$ cat config.mk
export PLATFORM = sky130hd
export DESIGN_NAME = ram_arbiter
export DESIGN_NICKNAME = d
export VERILOG_FILES = /design/src/rtl/ram_arb_pkg.sv /design/src/rtl/rr_arb2.sv /design/src/rtl/ram_arbiter.sv
export SDC_FILE = /design/constraint.sdc
export NUM_CORES = 1
export LEC_CHECK = 0
export BUFFER_PORTS_ARGS = -buffer_cell sky130_fd_sc_hd__buf_2
export CAP_MARGIN = 20
export CORE_MARGIN = 4
export CORE_UTILIZATION = 41
export DETAILED_ROUTE_END_ITERATION = 10
export MAX_ROUTING_LAYER = met4
export PLACE_DENSITY = 0.84
export SLEW_MARGIN = 10
export SYNTH_ARGS = -nofsm -noshare
export SYNTH_HDL_FRONTEND = slang
export SYNTH_SLANG_ARGS = --single-unit
export TNS_END_PERCENT = 50
$ cat constraint.sdc
create_clock -name clk -period 2.8 [get_ports clk]
set_input_delay 0.7 -clock clk [delete_from_list [all_inputs] [get_ports clk]]
set_output_delay 0.7 -clock clk [all_outputs]
set_load 0.02 [all_outputs]
$ cat src/rtl/ram_arb_pkg.sv
// rtl/ram_arb_pkg.sv - shared widths, client ids and request record for ram_arbiter
package ram_arb_pkg;

  localparam int RAM_ADDR_W = 4;
  localparam int RAM_DATA_W = 8;

  typedef enum logic {
    CLI_A = 1'b0,
    CLI_B = 1'b1
  } cli_e;

  typedef struct packed {
    logic                  we;
    logic [RAM_ADDR_W-1:0] addr;
    logic [RAM_DATA_W-1:0] wdata;
  } req_t;

endpackage

$ cat src/rtl/rr_arb2.sv
// rtl/rr_arb2.sv - two-way round-robin grant generator owning the last-served pointer
module rr_arb2
  import ram_arb_pkg::*;
(
  input  logic       clk,
  input  logic       rst,
  input  logic [1:0] req,
  input  logic       fire,
  output logic [1:0] gnt
);

  cli_e last_q;
  cli_e last_d;

  // lone requester wins; on contention the client not served last wins
  always_comb begin
    gnt = 2'b00;
    case (req)
      2'b01:   gnt = 2'b01;
      2'b10:   gnt = 2'b10;
      2'b11:   gnt = (last_q == CLI_B) ? 2'b01 : 2'b10;
      default: gnt = 2'b00;
    endcase
  end

  // pointer only moves when an access actually fires
  always_comb begin
    last_d = last_q;
    if (fire) begin
      last_d = gnt[1] ? CLI_B : CLI_A;
    end
  end

  // reset to B so that A wins the first contention
  always_ff @(posedge clk or posedge rst) begin
    if (rst) begin
      last_q <= CLI_B;
    end else begin
      last_q <= last_d;
    end
  end

endmodule

$ cat src/rtl/ram_arbiter.sv
// rtl/ram_arbiter.sv - two-client round-robin front end for a single-port synchronous RAM
module ram_arbiter
  import ram_arb_pkg::*;
#(
  parameter int ADDR_W = RAM_ADDR_W,
  parameter int DATA_W = RAM_DATA_W
) (
  input  logic              clk,
  input  logic              rst,
  input  logic              a_req_valid,
  output logic              a_req_ready,
  input  logic              a_req_we,
  input  logic [ADDR_W-1:0] a_req_addr,
  input  logic [DATA_W-1:0] a_req_wdata,
  output logic              a_rsp_valid,
  output logic [DATA_W-1:0] a_rsp_rdata,
  input  logic              b_req_valid,
  output logic              b_req_ready,
  input  logic              b_req_we,
  input  logic [ADDR_W-1:0] b_req_addr,
  input  logic [DATA_W-1:0] b_req_wdata,
  output logic              b_rsp_valid,
  output logic [DATA_W-1:0] b_rsp_rdata,
  output logic              ram_we,
  output logic [ADDR_W-1:0] ram_addr,
  output logic [DATA_W-1:0] ram_din,
  input  logic [DATA_W-1:0] ram_dout
);

  logic [1:0]        gnt;
  logic              a_fire;
  logic              b_fire;
  logic              fire;
  logic [ADDR_W-1:0] addr_q;
  logic [ADDR_W-1:0] addr_d;
  logic [DATA_W-1:0] din_q;
  logic [DATA_W-1:0] din_d;
  logic              a_pend_q;
  logic              a_pend_d;
  logic              b_pend_q;
  logic              b_pend_d;

  rr_arb2 u_arb (
    .clk  (clk),
    .rst  (rst),
    .req  ({b_req_valid, a_req_valid}),
    .fire (fire),
    .gnt  (gnt)
  );

  // ready is the grant, held low while reset is asserted so nothing fires
  always_comb begin
    a_req_ready = gnt[0] & ~rst;
    b_req_ready = gnt[1] & ~rst;
    a_fire      = a_req_valid & a_req_ready;
    b_fire      = b_req_valid & b_req_ready;
    fire        = a_fire | b_fire;
  end

  // RAM pin mux: winner drives on a fire, otherwise an idle read of the held address
  always_comb begin
    ram_we = 1'b0;
    addr_d = addr_q;
    din_d  = din_q;
    if (a_fire) begin
      ram_we = a_req_we;
      addr_d = a_req_addr;
      din_d  = a_req_wdata;
    end else if (b_fire) begin
      ram_we = b_req_we;
      addr_d = b_req_addr;
      din_d  = b_req_wdata;
    end
    ram_addr = addr_d;
    ram_din  = din_d;
  end

  // a read fire marks its owner so the registered RAM data is routed back next cycle
  always_comb begin
    a_pend_d = a_fire & ~a_req_we;
    b_pend_d = b_fire & ~b_req_we;
  end

  // address/data mirror and pending flags; reset drops any in-flight response
  always_ff @(posedge clk or posedge rst) begin
    if (rst) begin
      addr_q   <= '0;
      din_q    <= '0;
      a_pend_q <= 1'b0;
      b_pend_q <= 1'b0;
    end else begin
      addr_q   <= addr_d;
      din_q    <= din_d;
      a_pend_q <= a_pend_d;
      b_pend_q <= b_pend_d;
    end
  end

  // response routing; data is forced to zero when not addressed to the client
  always_comb begin
    a_rsp_valid = a_pend_q;
    b_rsp_valid = b_pend_q;
    a_rsp_rdata = a_pend_q ? ram_dout : '0;
    b_rsp_rdata = b_pend_q ? ram_dout : '0;
  end

endmodule

# Word level (Yosys, flattened, before mapping)
# Index checks and enable logic that the tools add are counted.
[word_totals]
register_bits = 15
latch_bits = 0
mem_bits_rw = 0
rom_bits = 0
inputBits = 38
output_inout_bits = 33
word_cells = 29
n_memories = 0
[op_classes]
addsub = 0
multipliers = 0
n_div = 0
n_lt_le_gt_ge = 0
n_eq_ne = 3
shifts = 0
muxes = 11
n_bitwise = 10
n_reduce_logical = 0
[ops]
columns = ["cell", "n"]
rows = [
  ["$mux W8", 4],
  ["$mux W4", 2],
  ["$and A1 B1 Y1", 6],
  ["$pmux W2 S3", 1],
  ["$eq A2 B2 Y1 const B", 2],
  ["$mux W1", 3],
  ["$not A1 Y1", 3],
  ["$eq A2 B1 Y1 const B", 1],
  ["$mux W2", 1],
  ["$or A1 B1 Y1", 1],
]

# Depth between registers and ports, before layout
[logic_depth]
word_depth = 6
ltp_mapped = 5

# By module
# Synthesis repeated with hierarchy kept, for this count alone.
[unflattened]
cells_unflattened = 90
hier_area_um2 = 880.8
[modules_own_cells]
columns = ["module", "n_inst", "cells_each", "area_each_um2", "seq_area_each_um2"]
rows = [
  ["ram_arbiter", 1, 84, 813.3, 350.3],
  ["rr_arb2", 1, 6, 67.6, 26.3],
]

# Worst setup path after synthesis
# Ideal clock, no wire load.
[synth_path]
kind = "input to output"
startpoint = "input port rst"
endpoint = "output port ram_addr[0]"
t_arrival_ps = 1701
required_time_ps = 2100
path_slack_ps = 399
stages = 5
cell_sequence = "nand2b_4 or2_1 buf_6 buf_6 a31oi_1"
[synth_via]
elab_chain_len = 5
word_cells_on_any_way = 7
cone_classes = "2 x mux; 5 x bitwise"
[synth_lines]
columns = ["element", "line", "source"]
rows = [
  ["from (decl)", "ram_arbiter.sv:9", "input logic rst,"],
  ["$not A1 Y1 *", "ram_arbiter.sv:53, ram_arbiter.sv:54", ""],
  ["$and A1 B1 Y1", "ram_arbiter.sv:54", "b_req_ready = gnt[1] & ~rst;"],
  ["$and A1 B1 Y1", "ram_arbiter.sv:56", "b_fire = b_req_valid & b_req_ready;"],
  ["$mux W4", "ram_arbiter.sv:69", "end else if (b_fire) begin"],
  ["$mux W4 *", "ram_arbiter.sv:65", "if (a_fire) begin"],
  ["to (decl)", "ram_arbiter.sv:25", "output logic [ADDR_W-1:0] ram_addr,"],
]
# Every way passes the cells marked *; elsewhere a longest branch is shown, timed or not.

# Worst setup path after layout
[layout_path]
startpoint = "input port rst"
endpoint = "output port ram_din[0]"
[layout_via]
elab_chain_len = 5
word_cells_on_any_way = 7
cone_classes = "2 x mux; 5 x bitwise"
[layout_lines]
columns = ["element", "line", "source"]
rows = [
  ["$not A1 Y1 *", "ram_arbiter.sv:53, ram_arbiter.sv:54", ""],
  ["$and A1 B1 Y1", "ram_arbiter.sv:54", ""],
  ["$and A1 B1 Y1", "ram_arbiter.sv:56", ""],
  ["$mux W8", "ram_arbiter.sv:69", ""],
  ["$mux W8 *", "ram_arbiter.sv:65", ""],
  ["to (decl)", "ram_arbiter.sv:26", "output logic [DATA_W-1:0] ram_din,"],
]
# Marks and branches as above.

==> results.json <==
{
  "crit_type": "in2out",
  "post-cts-setup-buffer-count": 0,
  "hold_path_class": "in2async",
  "nets": 209,
  "grt-ovfl-total": 0,
  "p_leak_uw": 0.000653,
  "yosysTopAreaCell": "dfrtp_1",
  "cp-start-kind": "input pin",
  "ys_seq_area_share_pct": 43.4,
  "cts_buffer_depth": 2,
  "clk_pin_slew_ps": 100,
  "ir_drop_mv": 0.349,
  "wl_per_cell_um": 14.0,
  "power.density_nw_per_um2": 523,
  "drc_errors": 0,
  "io_pins": 71,
  "critPathLaunch": "rst",
  "grt_first_pass_wirelength_mm": 4.15,
  "port_buffers": 70,
  "clock_skew_ps": 8.13,
  "ctsHoldBuffers": 0,
  "run_status": "finished clean",
  "drt-initial-drc-count": 25,
  "slew_viol_final": 0,
  "cts_buffers": 3,
  "arrival_ps": 1940,
  "cp-end-kind": "output port",
  "r2r-start": "u_arb.last_q$_DFFE_PP1P_",
  "fin_setup_tns_ps": 0,
  "whs_ps": 476,
  "htreeDepth": 1,
  "synth_warnings": 0,
  "antenna_found_initial": 0,
  "core_um2": 1980,
  "place_area_um2": 1220,
  "cts_resized": 0,
  "hpwlAfterDp_mm": 2.14,
  "hold_viol_final": 0,
  "gp_congestion": 0.747,
  "grt_pass1_vias": 982,
  "die_y_um": 54.0,
  "layout-drive-gt1-share_pct": 45.3,
  "grt_max_degree": 16,
  "tritoncts": "done",
  "yosysTopAreaCellShare_pct": 40.3,
  "drv_cap": 0,
  "syn_inst": 102,
  "fin_cells": 197,
  "dieArea_um2": 2920,
  "ys_ff_latch": 15,
  "cts-root-buf": "clkbuf_4",
  "synth_area_per_cell_um2": 8.51,
  "cp_max_fo": 14,
  "mappedNetlistArea_um2": 868,
  "r2r_cells": 3,
  "design_area_um2": 1240,
  "num_rows": 16,
  "period_share_pct": 94.4,
  "start_util_pct": 43.8,
  "wirelength_mm": 2.75,
  "vias_per_cell": 5.46,
  "synthTopCellsByArea": "dfrtp_1 (40%), and2_1 (12%), a31oi_1 (8.6%)",
  "syn_nets": 140,
  "max_freq_mhz": 378,
  "final_common_cell": "buf_2",
  "syn_to_final_growth_pct": 43.2,
  "antenna_cells": 0,
  "synth.distinct_cells": 19,
  "rsz0062_at_grt": "no",
  "worst_pin_slew_ps": 571,
  "num_vias": 1075,
  "die_x_um": 54.0,
  "firstDrtPassIters": 4,
  "worst_ep_required_time_ps": 2100,
  "relSlewSlack_pct": 61.9,
  "setup-violations-final": 0,
  "ant_nets": 0,
  "fin_crit_ps": 2640,
  "dpl.cell_count": 193,
  "grt_usage_pct": 20.0,
  "layout_common_cells": "buf_2 (70), and2_1 (17), dfrtp_1 (14), o21ai_0 (13), nor3_1 (13)",
  "clock_sinks": 15,
  "clk_latency_ps": 290
}
state kept, by name, summed over array words and instances (netlist names):
name / flops
u_arb.last_q: 1
a_rsp_valid: 1
addr_q: 4
b_rsp_valid: 1
din_q: 8
path summary, 6_finish.rpt:
| path | to | slack [ps] |
|---|---|---|
| setup / recovery | ram_din[0] | 160 |
| hold / removal | addr_q[0]$_DFF_PP0_ | 480 |
| setup reg to reg | addr_q[2]$_DFF_PP0_ | 1330 |
| hold reg to reg | u_arb.last_q$_DFFE_PP1P_ | 510 |
| max in group asynchronous | din_q[2]$_DFF_PP0_ | 1940 |
| min in group clk | u_arb.last_q$_DFFE_PP1P_ | 510 |
where the power goes:
group / internal (uW) / switching, uW / leakage, uW
registers: 259 / 12.6 / 0.000177
logic: 89.6 / 161 / 0.000461
clock network: 55.4 / 73.6 / 0.0000150
total: 404 / 247 / 0.000653
cells in the mapped netlist:
| master | count |
|---|---|
| nor2_1 | 2 |
| dfstp_2 | 1 |
| nor2b_1 | 2 |
| a22o_1 | 1 |
| and2_1 | 17 |
| clkbuf_1 | 2 |
| a31oi_1 | 12 |
| inv_1 | 2 |
| nand2_1 | 2 |
| or2_1 | 1 |
| nand3_1 | 12 |
| nand2b_4 | 1 |
| buf_6 | 2 |
| o21ai_0 | 13 |
| clkbuf_2 | 1 |
| nand2b_1 | 1 |
| nor3_1 | 13 |
| buf_2 | 3 |
| dfrtp_1 | 14 |
per-stage QoR:
stage,setup WS [ps],power [uW],utilization [%]
floorplan,399,434,-
global placement,217,520,61.4
detailed placement,195,526,61.4
CTS,178,655,62.8
global route,19.2,690,62.8
finish,158,651,62.8
critical path, stage by stage:
cell and delay [ps]:
buf_2 120, nand2b_4 200, or2_1 430, a31oi_1 280, buf_2 210
cells by family (layout without fill, tap and decap cells):
logic type / after synthesis / count (layout) / synth area share [%]
and+or+nand+nor: 51 / 51 / 32.9
AOI/OAI and AO/OA: 26 / 26 / 17.1
DFF: 15 / 15 / 43.4
buffers and inverters: 10 / 78 / 6.63
routing by layer:
metal,vias to the layer above,track usage [%],wire length (um)
li1,506,-,-
met1,484,20.0,958
met2,80,38.3,1390
met3,5,4.16,375
met4,0,6.22,31
met5,-,-,0
layout make-up:
type / count / area [um2]
inverter: 2 / 7.51
multi-input combinational: 77 / 434
timing repair buffer: 72 / 365
tap: 27 / 33.8
sequential: 15 / 377
clock buffer: 4 / 26.3
fill: 189 / 738
Note: power is estimated with default switching activity, not from simulation.
